[config.mk]
export PLATFORM = sky130hd
export DESIGN_NAME = mem_access_unit
export DESIGN_NICKNAME = d
export VERILOG_FILES = /design/src/rtl/mem_access_pkg.sv /design/src/rtl/mem_lane_align.sv /design/src/rtl/mem_access_unit.sv
export SDC_FILE = /design/constraint.sdc
export NUM_CORES = 1
export LEC_CHECK = 0
export CAP_MARGIN = 0
export CELL_PAD_IN_SITES_DETAIL_PLACEMENT = 1
export CELL_PAD_IN_SITES_GLOBAL_PLACEMENT = 1
export CORE_AREA = 2 2 135 137
export DETAILED_ROUTE_END_ITERATION = 12
export DIE_AREA = 0 0 137 139
export DONT_BUFFER_PORTS = 1
export PLACE_DENSITY = 0.95
export REMOVE_ABC_BUFFERS = 1
export SLEW_MARGIN = 10
export SYNTH_ARGS = -nofsm -noshare
export SYNTH_HDL_FRONTEND = slang
export SYNTH_SLANG_ARGS = --single-unit
[constraint.sdc]
create_clock -name clk_i -period 4.5 [get_ports clk_i]
set_input_delay 0.225 -clock clk_i [delete_from_list [all_inputs] [get_ports clk_i]]
set_output_delay 0.225 -clock clk_i [all_outputs]
set_load 0.02 [all_outputs]
[src/rtl/mem_access_pkg.sv]
// Shared types and constants for the MEM-stage load/store unit.
package mem_access_pkg;

  localparam int unsigned DATA_W            = 32;
  localparam int unsigned ADDR_W_DEFAULT    = 32;
  localparam int unsigned MEM_BYTES_DEFAULT = 128;

  typedef enum logic [1:0] {
    SZ_BYTE = 2'b00,
    SZ_HALF = 2'b01,
    SZ_WORD = 2'b10,
    SZ_RSVD = 2'b11
  } size_e;

  typedef enum logic [1:0] {
    ST_IDLE = 2'b00,
    ST_RD   = 2'b01,
    ST_WR   = 2'b10,
    ST_RESP = 2'b11
  } state_e;

  // Latched request payload (address kept separately, its width is a parameter)
  typedef struct packed {
    logic              we;
    size_e             size;
    logic              is_unsigned;
    logic [DATA_W-1:0] wdata;
  } req_t;

  // Number of bytes touched by an access of the given size
  function automatic logic [2:0] size_bytes(input size_e sz);
    case (sz)
      SZ_BYTE: size_bytes = 3'd1;
      SZ_HALF: size_bytes = 3'd2;
      SZ_WORD: size_bytes = 3'd4;
      default: size_bytes = 3'd0;
    endcase
  endfunction

endpackage

[src/rtl/mem_lane_align.sv]
// Combinational lane steering: load extract/extend and sub-word store merge.
module mem_lane_align
  import mem_access_pkg::*;
(
  input  logic [DATA_W-1:0] mem_word,
  input  logic [1:0]        offset,
  input  size_e             size,
  input  logic              is_unsigned,
  input  logic [DATA_W-1:0] wdata,
  output logic [DATA_W-1:0] load_data_c,
  output logic [DATA_W-1:0] store_data_c
);

  logic [7:0]  lane_b;
  logic [15:0] lane_h;
  logic        ext_b;
  logic        ext_h;

  // Pick the addressed byte/half and its extension bit
  always_comb begin
    lane_b = mem_word[{offset, 3'b000} +: 8];
    lane_h = offset[1] ? mem_word[31:16] : mem_word[15:0];
    ext_b  = ~is_unsigned & lane_b[7];
    ext_h  = ~is_unsigned & lane_h[15];
  end

  // Load result: selected lane extended to a full word
  always_comb begin
    load_data_c = '0;
    case (size)
      SZ_BYTE: load_data_c = {{24{ext_b}}, lane_b};
      SZ_HALF: load_data_c = {{16{ext_h}}, lane_h};
      SZ_WORD: load_data_c = mem_word;
      default: load_data_c = '0;
    endcase
  end

  // Store result: current word with the addressed lane(s) replaced
  always_comb begin
    store_data_c = mem_word;
    case (size)
      SZ_BYTE: store_data_c[{offset, 3'b000} +: 8] = wdata[7:0];
      SZ_HALF: begin
        if (offset[1]) store_data_c[31:16] = wdata[15:0];
        else           store_data_c[15:0]  = wdata[15:0];
      end
      SZ_WORD: store_data_c = wdata;
      default: store_data_c = mem_word;
    endcase
  end

endmodule

[src/rtl/mem_access_unit.sv]
// MEM-stage load/store initiator with read-modify-write for sub-word stores.
module mem_access_unit
  import mem_access_pkg::*;
#(
  parameter int unsigned MEM_BYTES = MEM_BYTES_DEFAULT,
  parameter int unsigned ADDR_W    = ADDR_W_DEFAULT
) (
  input  logic              clk_i,
  input  logic              rst_i,
  input  logic              req_valid_i,
  output logic              req_ready_o,
  input  logic              req_we_i,
  input  logic [1:0]        req_size_i,
  input  logic              req_unsigned_i,
  input  logic [ADDR_W-1:0] req_addr_i,
  input  logic [31:0]       req_wdata_i,
  output logic              resp_valid_o,
  output logic [31:0]       resp_rdata_o,
  output logic              resp_err_o,
  output logic [31:0]       mem_addr_o,
  output logic [31:0]       mem_data_o,
  output logic              mem_read_o,
  output logic              mem_write_o,
  input  logic [31:0]       mem_data_i
);

  localparam int unsigned EXT_W = ADDR_W + 1;

  state_e            state_q, state_d;
  req_t              req_q, req_d;
  logic [ADDR_W-1:0] addr_q, addr_d;

  logic              ready_q, ready_d;
  logic              mem_read_q, mem_read_d;
  logic              mem_write_q, mem_write_d;
  logic [31:0]       mem_addr_q, mem_addr_d;
  logic [31:0]       mem_data_q, mem_data_d;
  logic              resp_valid_q, resp_valid_d;
  logic [31:0]       resp_rdata_q, resp_rdata_d;
  logic              resp_err_q, resp_err_d;

  size_e             in_size;
  logic [EXT_W-1:0]  in_end;
  logic              in_err;
  logic [31:0]       in_addr_al;
  logic [31:0]       q_addr_al;
  logic [31:0]       load_data;
  logic [31:0]       store_data;

  // Legality check of the request currently offered on the input side
  always_comb begin
    in_size    = size_e'(req_size_i);
    in_end     = {1'b0, req_addr_i} + EXT_W'(size_bytes(in_size));
    in_err     = (in_size == SZ_RSVD)
               | ((in_size == SZ_HALF) & req_addr_i[0])
               | ((in_size == SZ_WORD) & (|req_addr_i[1:0]))
               | (in_end > EXT_W'(MEM_BYTES));
    in_addr_al = 32'({req_addr_i[ADDR_W-1:2], 2'b00});
    q_addr_al  = 32'({addr_q[ADDR_W-1:2], 2'b00});
  end

  mem_lane_align u_align (
    .mem_word     (mem_data_i),
    .offset       (addr_q[1:0]),
    .size         (req_q.size),
    .is_unsigned  (req_q.is_unsigned),
    .wdata        (req_q.wdata),
    .load_data_c  (load_data),
    .store_data_c (store_data)
  );

  // Next state plus next value of every registered output
  always_comb begin
    state_d      = state_q;
    req_d        = req_q;
    addr_d       = addr_q;
    ready_d      = 1'b0;
    mem_read_d   = 1'b0;
    mem_write_d  = 1'b0;
    mem_addr_d   = '0;
    mem_data_d   = '0;
    resp_valid_d = 1'b0;
    resp_rdata_d = resp_rdata_q;
    resp_err_d   = resp_err_q;

    case (state_q)
      ST_IDLE: begin
        if (req_valid_i) begin
          req_d  = '{we: req_we_i, size: in_size, is_unsigned: req_unsigned_i,
                     wdata: req_wdata_i};
          addr_d = req_addr_i;
          if (in_err) begin
            state_d      = ST_RESP;
            resp_valid_d = 1'b1;
            resp_rdata_d = '0;
            resp_err_d   = 1'b1;
          end else if (req_we_i && in_size == SZ_WORD) begin
            state_d     = ST_WR;
            mem_write_d = 1'b1;
            mem_addr_d  = in_addr_al;
            mem_data_d  = req_wdata_i;
          end else begin
            state_d    = ST_RD;
            mem_read_d = 1'b1;
            mem_addr_d = in_addr_al;
          end
        end else begin
          ready_d = 1'b1;
        end
      end
      ST_RD: begin
        if (req_q.we) begin
          state_d     = ST_WR;
          mem_write_d = 1'b1;
          mem_addr_d  = q_addr_al;
          mem_data_d  = store_data;
        end else begin
          state_d      = ST_RESP;
          resp_valid_d = 1'b1;
          resp_rdata_d = load_data;
          resp_err_d   = 1'b0;
        end
      end
      ST_WR: begin
        state_d      = ST_RESP;
        resp_valid_d = 1'b1;
        resp_rdata_d = '0;
        resp_err_d   = 1'b0;
      end
      ST_RESP: begin
        state_d = ST_IDLE;
        ready_d = 1'b1;
      end
      default: begin
        state_d = ST_IDLE;
        ready_d = 1'b1;
      end
    endcase
  end

  // State register
  always_ff @(posedge clk_i or negedge rst_i) begin
    if (!rst_i) state_q <= ST_IDLE;
    else        state_q <= state_d;
  end

  // Latched request and output registers
  always_ff @(posedge clk_i or negedge rst_i) begin
    if (!rst_i) begin
      req_q        <= '0;
      addr_q       <= '0;
      ready_q      <= 1'b1;
      mem_read_q   <= 1'b0;
      mem_write_q  <= 1'b0;
      mem_addr_q   <= '0;
      mem_data_q   <= '0;
      resp_valid_q <= 1'b0;
      resp_rdata_q <= '0;
      resp_err_q   <= 1'b0;
    end else begin
      req_q        <= req_d;
      addr_q       <= addr_d;
      ready_q      <= ready_d;
      mem_read_q   <= mem_read_d;
      mem_write_q  <= mem_write_d;
      mem_addr_q   <= mem_addr_d;
      mem_data_q   <= mem_data_d;
      resp_valid_q <= resp_valid_d;
      resp_rdata_q <= resp_rdata_d;
      resp_err_q   <= resp_err_d;
    end
  end

  assign req_ready_o  = ready_q;
  assign mem_read_o   = mem_read_q;
  assign mem_write_o  = mem_write_q;
  assign mem_addr_o   = mem_addr_q;
  assign mem_data_o   = mem_data_q;
  assign resp_valid_o = resp_valid_q;
  assign resp_rdata_o = resp_rdata_q;
  assign resp_err_o   = resp_err_q;

endmodule

==> results of run 1 <==
-- worst max-delay path, cell delays in order, from the launching register on --
cell and delay (ns):
dfrtp_1 0.88, mux4_2 0.39, nor3b_1 1.06, a221oi_1 0.18, nor2_1 0.28, mux2_4 0.20
-- flip-flops by register name, indices dropped and copies added, names as in the netlist --
signal        flops
resp_rdata_o     32
mem_read_o        1
req_ready_o       1
state_q           2
mem_data_o       32
mem_write_o       1
mem_addr_o       30
req_q            36
resp_valid_o      1
resp_err_o        1
addr_q           32
-- path summary, 6_finish.rpt --
kind / from / end / slack (ns) / depth (start not counted)
worst min-delay path: req_wdata_i[13] / req_q[13] / 0.004 / 2
max in group asynchronous: rst_i / mem_addr_o[29] / 3.34 / 2
worst max-delay path: addr_q[0] / resp_rdata_o[11] / 1.43 / 5
min in group asynchronous: rst_i / resp_rdata_o[22] / 0.47 / 2
worst max register to register: addr_q[0] / resp_rdata_o[11] / 1.43 / 5
worst min register to register: addr_q[22] / addr_q[22] / 0.47 / 2
-- cells in the mapped netlist (10+ instances only) --
cell type and count:
nor2_1 61, a221oi_1 23, nor2b_1 10, a211oi_1 10
mux2_2 22, clkbuf_1 54, nand3_1 18, ha_1 12
o21ai_0 34, dfrtp_1 168, mux2_4 29, mux2i_1 12
a21oi_1 34, o22ai_1 40, nand4_1 10, inv_1 18
nand2_1 232, and3_1 34
-- per-layer routing --
| layer | track usage (%) | wire length, um | vias to the layer above |
|---|---|---|---|
| li1 | - | - | 3440 |
| met4 | 17.6 | 1450 | 2 |
| met5 | 0 | 13 | - |
| met3 | 10.6 | 3310 | 136 |
| met2 | 56.2 | 16000 | 512 |
| met1 | 38.1 | 11400 | 4105 |
-- area by class of cell --
cell class,instances,area (um2)
flip-flops and latches,169,4230
repair buffers,82,808
inverters,18,67.6
multi-input cells,697,4420
clock buffers,22,484
clock inverters,10,116
well taps,229,287
fillers,1938,7250
-- cell families (layout without fill, tap and decap cells) --
kind of cell,count (synthesis),count (layout),share of synthesized area [%]
compound gates,200,200,15.1
xor+xnor,6,6,0.585
fa+ha+maj,13,13,1.89
buf+inv,86,132,3.95
flops,169,169,47.1
mux,71,71,10.9
other cells,1,2,0.0417
simple gates,405,405,20.4
-- power by group through the flow --
stage | logic (mW) | registers, mW | clock network, mW
floorplan | 1.93 | 2.67 | 0
global placement | 2.53 | 2.71 | 0
detailed placement | 2.69 | 2.74 | 0
CTS | 2.82 | 2.72 | 1.52
global route | 3.13 | 2.79 | 1.58
finish | 2.92 | 2.75 | 1.52
-- per-stage QoR --
step / std cells / total power, mW
5_1_grt: 1227 / 7.51
4_1_cts: 1227 / 7.07
3_5_place_dp: 1125 / 5.43
6_report: 1227 / 7.19
3_3_place_gp: 1125 / 5.24
2_1_floorplan: 884 / 4.59
==> summary.md, run 1 <==
| Metric | Value |
|---|---|
| Critical path type | `flop to flop` |
| Area grow syn2layout | `15.8%` |
| HP Class | `input port to flop` |
| Clock transition at path regs | `0.06 ns` |
| Worst vdd ir | `0.393 mV` |
| Top FF cell, synth | `dfrtp_1` |
| IO Pins | `204` |
| IO Port Bufs | `0` |
| Fin area | `10,400 um2` |
| Dominant cells by area after synthesis | `dfrtp_1, nand2_1, mux2_4, o22ai_1, mux2_2` |
| Crit share post-route | `68.3%` |
| Sink Count | `169` |
| Final TNS setup | `0 ns` |
| Total number of vias | `8,195` |
| # resized after CTS | `0` |
| Sequential share of power | `38.2%` |
| Clock tree buffer depth | `2` |
| N_diodes | `0` |
| Status | `complete, no violations` |
| Top fanout value on the critical path | `14` |
| Rel. slew slack | `11.0%` |
| Starting DRT DRC Count | `788` |
| Setup bufs post-CTS | `0` |
| Hold Violations, Final | `0` |
| RSZ-0062 raised after global routing | `false` |
| Antenna violations before repair | `1` |
| Leakage | `4.91 nW` |
| Placed Area | `9090 um2` |
| CP endpoint kind | `flop` |
| Final hold slack | `0.00377 ns` |
| Setup crit start kind | `flop` |
| Total GRT Usage | `33.6%` |
| DR WL/cell | `26.2 um` |
| Row count | `49` |
| Combinational Power Share | `40.7%` |
| TritonCTS Buffers | `17` |
| CTS tree | `yes` |
| Most common cell after layout, fill and taps aside | `nand2_1` |
| Clk root buf | `clkbuf_16` |
| DIE WIDTH | `137 um` |
| FF+latch count, synth | `169` |
| YS warnings | `0` |
| Cell variety after synth | `62` |
| Vias in the first global route | `8,820` |
| Die height | `139 um` |
| Leading area contributor after synthesis | `dfrtp_1` |
| Fmax | `0.326 GHz` |
| Initial core utilization | `50.9%` |
| Gpl congestion | `0.921` |
| Antenna Nets Post-Route | `0` |
| First-pass GRT wire length | `49.1 mm` |
| 1st-pass router iterations | `6` |
| Most frequent cells in the layout | `nand2_1, dfrtp_1, dlygate4sd3_1, nor2_1, o22ai_1` |
| Overall routed net length | `32.1 mm` |
| Largest net degree at the start of global routing | `170` |
| Setup violators final | `0` |
| Clk Latency, worst-skew pair | `0.44 ns` |
| Drt via density | `6.68` |
| Grt ovf | `0` |
| Final net count | `1,101` |
| Util after Layout | `59.0%` |
| Core box area | `17,700 um2` |
| Setup WS post-layout | `1.43 ns` |
| Dpl ws | `1.06 ns` |
| Post-synthesis async set-or-reset flop share | `100%` |
| Psw | `3.13 mW` |
| CTS Hold Buffers Added | `70` |
| Htree depth | `4` |
| Pin slew with the least headroom to its limit | `1.33 ns` |
| Syn_area_per_cell | `9.45 um2` |
| Tmin final | `3.07 ns` |
| Switching portion of total power | `43.6%` |
| CP arrival | `3.44 ns` |
| Cell Pwr Density | `690 nW/um2` |
| # DRC | `0` |
| Layout Skew | `0.0130 ns` |
| Worst Path Required | `4.87 ns` |
| Number of synthesized flops with an enable pin | `0` |
| Layout cells sized above 1 | `11.8%` |
| Internal power | `4.05 mW` |
| Post-Syn Instances | `951` |
| Detail Placement HPWL | `19.7 mm` |
| Post-synth top area share | `46.8%` |
| Clk pwr share | `21.1%` |
| Sequential area share after synthesis | `47.1%` |
| # Max-Cap Violations | `0` |
| Die footprint | `19,000 um2` |
| Max Slew Vio Count | `0` |
| Synthesized cell area | `8990 um2` |
Note: power is estimated with default switching activity, not from simulation.
==> run 2: changes to the inputs <==
ABC_AREA = 1   (was unset)
CORE_AREA = 2 2 145 147   (was 2 2 135 137)
DIE_AREA = 0 0 147 149   (was 0 0 137 139)
PLACE_DENSITY = 0.91   (was 0.95)
clock period = 3 ns   (was 4.5 ns; I/O delays follow)
==> run 2 against run 1 <==
Against the previous run: worst setup slack got worse by 1.3 ns; register-to-register slack worse by 1.3 ns; the flow now finishes with violations (negative hold slack); sequential share of layout area is 2.2 points lower; hold slack lost 0.60 ns; via count increased by 15%; clock power increased by 48%; non-clock buffer count rose by 39.
==> summary.md, run 2 <==
| Metric | Value |
|---|---|
| Synth top cells by count | `nand2_1, dfrtp_1, inv_1` |
| Dominant cells by area after synthesis | `dfrtp_1, nand2_1, o21ai_0, inv_1, a21oi_1` |
| Clk Latency, worst-skew pair | `0.45 ns` |
| Util after Layout | `53.5%` |
| Final hold slack | `-0.598 ns` |
| Gpl congestion | `0.921` |
| Critical path type | `flop to flop` |
| Violated checks | `negative hold slack` |
| Top reg by flops | `req_q` |
| Clk root buf | `clkbuf_16` |
| FF+latch count, synth | `169` |
| Initial core utilization | `44.8%` |
| IO Pins | `204` |
| HP Class | `input port to asynchronous set/reset pin` |
| Detail Placement HPWL | `22.7 mm` |
| Post-synth top area share | `45.7%` |
| Fillers | `2,541` |
| Syn_area_per_cell | `7.42 um2` |
| Number of synthesized flops with an enable pin | `0` |
| Top FF cell, synth | `dfrtp_1` |
| CP peak stage delay | `0.59 ns` |
| CP cell instances | `clkinv_1 -> buf_4 -> nor2_1 -> nand2_1 -> nand2_1 -> a41oi_1 -> buf_4 -> nor3_1 -> a21oi_1 -> o22ai_1 -> dlygate4sd3_1` |
| CP Buf/Inv Count | `4` |
| Top-count cell post-synth | `nand2_1` |
| Antenna Nets Post-Route | `0` |
| Hold Violations, Final | `170` |
| Sequential area share after synthesis | `46.0%` |
| IO Port Bufs | `0` |
| Cell variety after synth | `38` |
| Rel. slew slack | `52.3%` |
| Cell Pwr Density | `942 nW/um2` |
| Final net count | `1,433` |
| Worst Path Required | `3.33 ns` |
| YS warnings | `0` |
| Core box area | `20,600 um2` |
| Die height | `149 um` |
| 1st-pass router iterations | `5` |
| CP arrival | `3.17 ns` |
| N_diodes | `0` |
| Total GRT Usage | `32.3%` |
| Most common cell after layout, fill and taps aside | `nand2_1` |
| Setup violators final | `0` |
| Largest delay share family, worst path | `buffers and inverters` |
| DIE WIDTH | `147 um` |
| Pin slew with the least headroom to its limit | `0.715 ns` |
| Area grow syn2layout | `19.5%` |
| Fin cells | `1,604` |
| Starting DRT DRC Count | `708` |
| Met3 Resource Use GR | `8.10%` |
| # Max-Cap Violations | `0` |
| Row count | `53` |
| Post-synthesis async set-or-reset flop share | `100%` |
| Clock transition at path regs | `0.08 ns` |
| # DRC | `0` |
| Overall routed net length | `35.3 mm` |
| Max Slew Vio Count | `0` |
| Fmax | `0.351 GHz` |
| RSZ-0062 raised after global routing | `false` |
| Top fanout value on the critical path | `19` |
| Vias in the first global route | `10,031` |
| Htree depth | `4` |
| Global routing's busiest layer | `met2` |
| CP endpoint kind | `flop` |
| Worst vdd ir | `0.577 mV` |
| CTS tree | `yes` |
| Tmin final | `2.85 ns` |
| First-pass GRT wire length | `54.9 mm` |
| Crit share post-route | `94.9%` |
| RR Startpoint | `req_q[33]` |
| Slowest CP cell | `dlygate4sd3_1` |
| Layout Skew | `0.0161 ns` |
| Layout cells sized above 1 | `6.62%` |
| Crit path from | `req_q[33]` |
| R2R setup slack | `0.15 ns` |
| Status | `finished with violations` |
| Total number of vias | `9,448` |
| GR Util met1 | `36.6%` |
| Placed cell count | `1,485` |
| Grt met2 use | `56.9%` |
| Leading area contributor after synthesis | `dfrtp_1` |
| Clock tree buffer depth | `2` |
| TritonCTS Buffers | `17` |
| Max FFs per register | `36` |
| Post-Syn Instances | `1,240` |
| Most frequent cells in the layout | `nand2_1, dfrtp_1, inv_1, nor2_1, o21ai_0` |
| Drt via density | `5.89` |
| Grt ovf | `0` |
| DR WL/cell | `22.0 um` |
| Die footprint | `21,900 um2` |
| Largest net degree at the start of global routing | `170` |
| Synthesized cell area | `9200 um2` |
| Setup crit start kind | `flop` |
| Antenna violations before repair | `0` |
| Leakage | `5.30 nW` |
| Sink Count | `169` |
run 2: cell types whose count changed in the layout (fill, tap and decap cells not counted), sizes merged, moves of 15 or more:
cell	change
nand3	+65
a221oi	-15
inv	+112
and3	-34
a21oi	+53
mux2	-51
nor2	+62
o21ai	+78
buf	+21
dlygate4sd3	+18
nand2	+108
run 2: final timing paths:
check                                      end  cells past startpoint
worst max register to register   mem_data_o[2]                     11
worst min register to register      addr_q[14]                      2
min in group clk_i              mem_data_o[17]                      3
max in group asynchronous          req_ready_o                      0
worst max-delay path             mem_data_o[2]                     11
worst min-delay path                 req_q[18]                      0
run 2: final cells by class:
class	instances	area, um2	share of cell area (%)
flip-flops and latches	169	4230	38.5
repair buffers	121	1140	10.4
clock inverters	13	144	1.31
multi-input cells	878	4220	38.4
inverters	130	488	4.44
well taps	275	344	3.13
clock buffers	18	429	3.90
run 2: metrics by stage:
stage	power [mW]	hold slack [ns]	setup TNS (ns)	worst slack, ns	area (um2)
finish	10.4	-0.598	0	0.152	11000
global route	11.0	-0.612	0	0.00634	11000
CTS	10.2	-0.608	0	0.218	11000
detailed placement	7.83	-0.139	0	0.0492	9540
global placement	7.62	-0.140	0	0.165	9540
floorplan	6.34	-0.146	-72.78	-0.726	8930
run 2: logic make-up after synthesis:
group	count (synthesis)	share of synthesized area [%]
other	1	0.0408
adder cells (fa/ha/maj)	13	1.85
AO/OA/AOI/OAI	284	17.4
buffers and inverters	194	8.32
XOR/XNOR	3	0.286
AND/OR/NAND/NOR	576	26.1
flip-flops	169	46.0
run 2: layer usage:
metal  up-vias  part of all wire, %  wire, um
met5         -                    0         0
met4         0                  4.6      1630
met3       118                  8.2      2880
met2       433                   50     17800
met1      4658                   37     13000
li1       4239                    -         -
run 2: worst register-to-register path, stage by stage, from the launching register on:
cell and delay [ns]:
dfrtp_1 0.45, clkinv_1 0.07, buf_4 0.25, nor2_1 0.09, nand2_1 0.18, nand2_1 0.28
a41oi_1 0.33, buf_4 0.22, nor3_1 0.06, a21oi_1 0.13, o22ai_1 0.09, dlygate4sd3_1 0.59
run 2: power by group:
part / internal, mW / switching (mW) / total, mW
Clock: 1.23 / 1.02 / 2.25
Combinational: 1.34 / 2.98 / 4.32
Sequential: 3.00 / 0.785 / 3.78
Total: 5.57 / 4.78 / 10.4
run 2: repair_timing:
| action | CTS | global route |
|---|---|---|
| hold buffers | 86 | 1 |
| resized for setup | 0 | 3 |
| buffers inserted | 0 | 1 |
| setup endpoints to repair | 0 | 1 |
| hold endpoints to repair | 282 | 170 |
